## src/rtl/mux_arb_2to1_if.sv

```systemverilog
// Handshake bundle for mux_arb_2to1: two valid/ready input channels and one
// registered valid/ready output stream.
interface mux_arb_2to1_if #(
    parameter int WIDTH = 4
);
    logic [WIDTH-1:0] a_data;
    logic             a_valid;
    logic             a_ready;
    logic [WIDTH-1:0] b_data;
    logic             b_valid;
    logic             b_ready;
    logic [WIDTH-1:0] out_data;
    logic             out_sel;
    logic             out_valid;
    logic             out_ready;

    // Source/sink side of the block (sources, downstream consumer).
    modport master (
        output a_data, a_valid, b_data, b_valid, out_ready,
        input  a_ready, b_ready, out_data, out_sel, out_valid
    );

    // The arbiter itself.
    modport slave (
        input  a_data, a_valid, b_data, b_valid, out_ready,
        output a_ready, b_ready, out_data, out_sel, out_valid
    );
endinterface

```

## src/rtl/mux_arb_2to1.sv

```systemverilog
// Two-channel round-robin arbiter with burst limit feeding one registered output.
// Optional macro MUX_ARB_FIXED_PRIO_EN switches the grant to fixed A-over-B priority.
module mux_arb_2to1 #(
    parameter int WIDTH = 4,
    parameter int BURST = 2
) (
    input logic          clk,
    input logic          rst,
    mux_arb_2to1_if.slave bus
);
    typedef enum logic [1:0] {IDLE, OWN_A, OWN_B} state_t;

    localparam logic [3:0] BURST_C = 4'(BURST);

    state_t           state, state_nxt;
    logic [3:0]       cnt, cnt_nxt;
    logic             last, last_nxt;      // last channel served: 0 = A, 1 = B
    logic             load;
    logic             grant_a, grant_b;
    logic             xfer_a, xfer_b;
    logic [WIDTH-1:0] data_q;
    logic             sel_q;
    logic             valid_q;

    assign load = !valid_q || bus.out_ready;

    always_comb begin
        // NOTE: every always_comb output gets a default first so no path infers a latch.
        grant_a = 1'b0;
        grant_b = 1'b0;
`ifdef MUX_ARB_FIXED_PRIO_EN
        grant_a = bus.a_valid;
        grant_b = !bus.a_valid && bus.b_valid;
`else
        unique case (state)
            OWN_A: begin
                if (bus.a_valid && (cnt < BURST_C || !bus.b_valid)) grant_a = 1'b1;
                else                                               grant_b = bus.b_valid;
            end
            OWN_B: begin
                if (bus.b_valid && (cnt < BURST_C || !bus.a_valid)) grant_b = 1'b1;
                else                                               grant_a = bus.a_valid;
            end
            default: begin
                if (bus.a_valid && bus.b_valid) begin
                    grant_a = last;
                    grant_b = !last;
                end else begin
                    grant_a = bus.a_valid;
                    grant_b = bus.b_valid;
                end
            end
        endcase
`endif
    end

    // Readies are forced low during reset so no word is taken and then discarded.
    assign bus.a_ready = !rst && load && grant_a;
    assign bus.b_ready = !rst && load && grant_b;
    assign xfer_a      = bus.a_valid && bus.a_ready;
    assign xfer_b      = bus.b_valid && bus.b_ready;

    always_comb begin
        state_nxt = state;
        cnt_nxt   = cnt;
        last_nxt  = last;
        if (load) begin
            if (xfer_a) begin
                state_nxt = OWN_A;
                last_nxt  = 1'b0;
                cnt_nxt   = (state != OWN_A) ? 4'd1 : (cnt < BURST_C) ? cnt + 4'd1 : BURST_C;
            end else if (xfer_b) begin
                state_nxt = OWN_B;
                last_nxt  = 1'b1;
                cnt_nxt   = (state != OWN_B) ? 4'd1 : (cnt < BURST_C) ? cnt + 4'd1 : BURST_C;
            end else begin
                state_nxt = IDLE;
                cnt_nxt   = 4'd0;
            end
        end
    end

    // NOTE: sequential state uses non-blocking assignments so every register samples pre-edge values.
    always_ff @(posedge clk) begin
        if (rst) begin
            state <= IDLE;
            cnt   <= 4'd0;
            last  <= 1'b1;
        end else begin
            state <= state_nxt;
            cnt   <= cnt_nxt;
            last  <= last_nxt;
        end
    end

    // Output stage: loads on a transfer, empties on an unfilled load, holds under backpressure.
    always_ff @(posedge clk) begin
        if (rst) begin
            data_q  <= '0;
            sel_q   <= 1'b0;
            valid_q <= 1'b0;
        end else if (load) begin
            if (xfer_a) begin
                data_q  <= bus.a_data;
                sel_q   <= 1'b0;
                valid_q <= 1'b1;
            end else if (xfer_b) begin
                data_q  <= bus.b_data;
                sel_q   <= 1'b1;
                valid_q <= 1'b1;
            end else begin
                valid_q <= 1'b0;
            end
        end
    end

    assign bus.out_data  = data_q;
    assign bus.out_sel   = sel_q;
    assign bus.out_valid = valid_q;
endmodule

```

## src/flat_wrapper.sv

```systemverilog
// flat-port wrapper written by rule: the top's interface ports become plain ports
module mux_arb_2to1_flat 
#(
    parameter int WIDTH = 4,
    parameter int BURST = 2
)
  (clk, rst, bus_a_data, bus_a_valid, bus_b_data, bus_b_valid, bus_out_ready, bus_a_ready, bus_b_ready, bus_out_data, bus_out_sel, bus_out_valid);
  mux_arb_2to1_if #(.WIDTH(WIDTH)) bus_i ();
  input logic clk;
  input logic rst;
  input wire logic [$bits(bus_i.a_data)-1:0] bus_a_data;
  input wire logic [$bits(bus_i.a_valid)-1:0] bus_a_valid;
  input wire logic [$bits(bus_i.b_data)-1:0] bus_b_data;
  input wire logic [$bits(bus_i.b_valid)-1:0] bus_b_valid;
  input wire logic [$bits(bus_i.out_ready)-1:0] bus_out_ready;
  output wire logic [$bits(bus_i.a_ready)-1:0] bus_a_ready;
  output wire logic [$bits(bus_i.b_ready)-1:0] bus_b_ready;
  output wire logic [$bits(bus_i.out_data)-1:0] bus_out_data;
  output wire logic [$bits(bus_i.out_sel)-1:0] bus_out_sel;
  output wire logic [$bits(bus_i.out_valid)-1:0] bus_out_valid;
  assign bus_i.a_data = bus_a_data;
  assign bus_i.a_valid = bus_a_valid;
  assign bus_i.b_data = bus_b_data;
  assign bus_i.b_valid = bus_b_valid;
  assign bus_i.out_ready = bus_out_ready;
  assign bus_a_ready = bus_i.a_ready;
  assign bus_b_ready = bus_i.b_ready;
  assign bus_out_data = bus_i.out_data;
  assign bus_out_sel = bus_i.out_sel;
  assign bus_out_valid = bus_i.out_valid;
  mux_arb_2to1 #(.WIDTH(WIDTH), .BURST(BURST)) u_core (.clk(clk), .rst(rst), .bus(bus_i));
endmodule
```

## config.mk

```make
export PLATFORM = sky130hd
export DESIGN_NAME = mux_arb_2to1_flat
export DESIGN_NICKNAME = d
export VERILOG_FILES = /design/src/rtl/mux_arb_2to1_if.sv /design/src/rtl/mux_arb_2to1.sv /design/src/flat_wrapper.sv
export SDC_FILE = /design/constraint.sdc
export NUM_CORES = 1
export LEC_CHECK = 0
export ABC_AREA = 1
export CAP_MARGIN = 20
export CORE_MARGIN = 3
export CORE_UTILIZATION = 53
export CTS_BUF_LIST = sky130_fd_sc_hd__clkbuf_8
export DETAILED_ROUTE_END_ITERATION = 16
export PLACE_DENSITY = 0.86
export SETUP_SLACK_MARGIN = 0.4
export SLEW_MARGIN = 20
export SYNTH_ARGS = -nofsm -noshare
export SYNTH_HDL_FRONTEND = slang
export SYNTH_SLANG_ARGS = --single-unit
```

## constraint.sdc

```tcl
create_clock -name clk -period 2.67 [get_ports clk]
set_clock_uncertainty 0.05 [all_clocks]
set_input_delay 0.267 -clock clk [delete_from_list [all_inputs] [get_ports clk]]
set_output_delay 0.267 -clock clk [all_outputs]
set_load 0.01 [all_outputs]
```

==> impl_metrics.toml <==
[sta]
drv_slew = 0
rsz0062_at_grt = "true"
clock.fmax_ghz = 0.456
finalSetupViolCount = 0
slew_headroom = 0.842
tightest_slew_ns = 0.235
period_share = 0.821
hold_viol_final = 0
period_needed_ns = 2.19
setup_tns_ns = 0

[pwr]
vdd_ir_drop_max_v = 0.000379
leakage_nw = 0.543
powerDensity_nw_per_um2 = 543

[yosys]
ys_top_cells_by_area = "dfxtp_1, nand2_1, nor2_1"
synth_compound_area_frac = 0.0778
syn_area_per_cell_um2 = 6.57
yosys_warnings = 0
synth_seq_cells = 13
synthSimpleGateAreaFrac = 0.459
yosysUniqueCellTypes = 20
synthMuxAreaShare = 0
yosys.area.top_type_share = 0.330
synth_xor_area_frac = 0
synth_area_um2 = 788
synth_top_family_by_area = "simple AND/OR/NAND/NOR gates"
synthAdderAreaFrac = 0.0476
syn-num-nets = 136
ys_seq_area_frac = 0.330
synth_cells = 120
synth_largest_area_cell = "dfxtp_1"

[setup_path]
start_kind = "flop"
r2r-start = "u_core.state[0]"
r2r_cells = 11
cp.arrival_ns = 1.88
crit_path_max_fanout = 4
cp_slowest_cell = "dfxtp_1"
cp.required_ns = 2.35
r2r_slack_ns = 0.72
crit_type = "reg2out"
cpPeakStageDelay_ns = 0.35
cp_top_family = "buffers and inverters"
cp-end-kind = "output pin"
timing.critical_path.buf_inv = 4
path_cells = "inv_1, ha_1, inv_2, nor2_1, nor3_2, nand2_2, inv_1, clkdlybuf4s15_1"
r2r-end = "u_core.bus.out_data[0]"
crit_path_frequent_cell = "inv_1"

[floorplan]
initial_core_util = 0.584
dieWidth_um = 44.6
ios = 21
coreArea_um2 = 1350
design.die.area_um2 = 1990
std_cell_rows = 13
die_y_um = 44.6

[cells_and_area]
layout_common_cells = "nand2_1, nor2_1, clkdlybuf4s50_1"
nFillCells = 80
postLayoutCellArea_um2 = 1090
antenna_cells = 0
area_growth_pct = 38.1
fin_cells = 162
drive_above_1_share = 0.129
layout_commonest_cell = "nand2_1"
nets = 164

[cts]
clk_path_buf_depth = 2
htreeDepth = 1
cts_tree = "built"
hold_buffers = 0
cts.sinks = 13
clk_latency_ns = 0.24
clkTransAtPathRegs_ns = 0.06
cts-root-buf = "clkbuf_8"
cts_buffers = 3

[drt]
wl_per_cell_um = 12.3
routed_wl_mm = 2.00
drc = 0
drtPass1Iterations = 4
postRouteAntennaNets = 0
viasPerCell = 5.25
num_vias = 851
drt_iter0_markers = 38

[place]
dpl_cell_area_um2 = 1000
dp.cells = 155
dp_hpwl_mm = 1.40
gp_congestion = 0.894
port_buffers = 20

[hold_path]
whs_endpoint = "u_core.cnt[3]"
worstHoldPathType = "reg2reg"
worstHoldPathCells = 2
hp-start = "u_core.cnt[3]"

[run]
maxCapViolations = 0

[global_route]
grt_usage = 0.237
grt_pass1_vias = 773
grt_pass1_wl_mm = 3.39
antenna_found_initial = 0
grt-ovfl-total = 0
grt_max_degree = 16

[run_status]
status = "finished clean"
[how the worst max path moves through the flow]
stage | start | to | slack [ns] | depth (start not counted)
after global routing | u_core.state[0] | bus_b_ready | 0.32 | 8
after detailed placement | bus_a_valid | bus_a_ready | 0.26 | 6
after CTS | bus_a_valid | bus_a_ready | 0.41 | 8
after floorplan | u_core.state[0] | bus_b_ready | 0.97 | 7
final | u_core.state[0] | bus_b_ready | 0.48 | 8
after global placement | bus_a_valid | bus_a_ready | 0.30 | 6
[repair_timing]
item,in CTS,in global routing
pin swaps,2,1
gates cloned,0,0
gates resized for setup,3,4
endpoints found under the setup margin,2,2
buffers inserted,2,1
[worst register-to-register path: cells and delay by family (launching register included)]
kind	cells	cell delay [ns]
buf+inv	4	0.41
flops	1	0.35
fa+ha+maj	1	0.35
simple gates	6	0.68
[flip-flops by register name, indices dropped and copies added, names as in the netlist]
signal / count
u_core.state: 2
u_core.bus.out_data: 4
u_core.last: 1
u_core.bus.out_sel: 1
u_core.bus.out_valid: 1
u_core.cnt: 4
[layout make-up]
cell class	count	area, µm²	share of cell area
Clock buffer	3	41.3	0.0379
Inverter	13	48.8	0.0448
Sequential cell	13	260	0.239
Tap cell	15	18.8	0.0172
Multi-Input combinational cell	92	473	0.434
Clock inverter	1	3.75	0.00345
Timing Repair Buffer	25	243	0.223
[per-stage QoR]
stage                     total power, mW  worst slack, ns   util  hold slack [ns]
after global placement              0.405            0.299  0.743            0.395
final                               0.592            0.477  0.806            0.424
after CTS                           0.589            0.412  0.796            0.435
after floorplan                     0.339            0.973      -            0.286
after global routing                0.629            0.316  0.806            0.472
after detailed placement            0.407            0.261  0.743            0.420
[synthesized netlist by cell type (all sizes together)]
cell type  count
ha             3
o21ai          6
a21oi          2
buf            2
a31oi          1
nor3           1
nor2          18
dfxtp         13
nand3b         4
or2            2
inv           13
nand3         12
nand2         43
[routing by layer]
metal / vias to the layer above / global-route usage / share of wire / wire length, µm
met5: - / 0 / 0 / 0
met4: 0 / 0.157 / 0.033 / 66
met3: 11 / 0.0488 / 0.071 / 142
met2: 38 / 0.370 / 0.49 / 977
met1: 371 / 0.290 / 0.41 / 808
li1: 431 / - / - / -
[power by group]
part | switching, mW | leakage (nW) | total (mW) | internal [mW]
clock | 0.0711 | 0.0269 | 0.173 | 0.102
sequential | 0.0104 | 0.107 | 0.224 | 0.214
combinational | 0.101 | 0.410 | 0.194 | 0.0933
total | 0.183 | 0.543 | 0.592 | 0.409
[cell families (layout without fill, tap and decap cells)]
logic type / count (synthesis) / in the layout
AO/OA/AOI/OAI: 9 / 9
adder cells (fa/ha/maj): 3 / 3
buffers and inverters: 15 / 42
flip-flops: 13 / 13
AND/OR/NAND/NOR: 80 / 80
(Power assumes the default switching activity.)
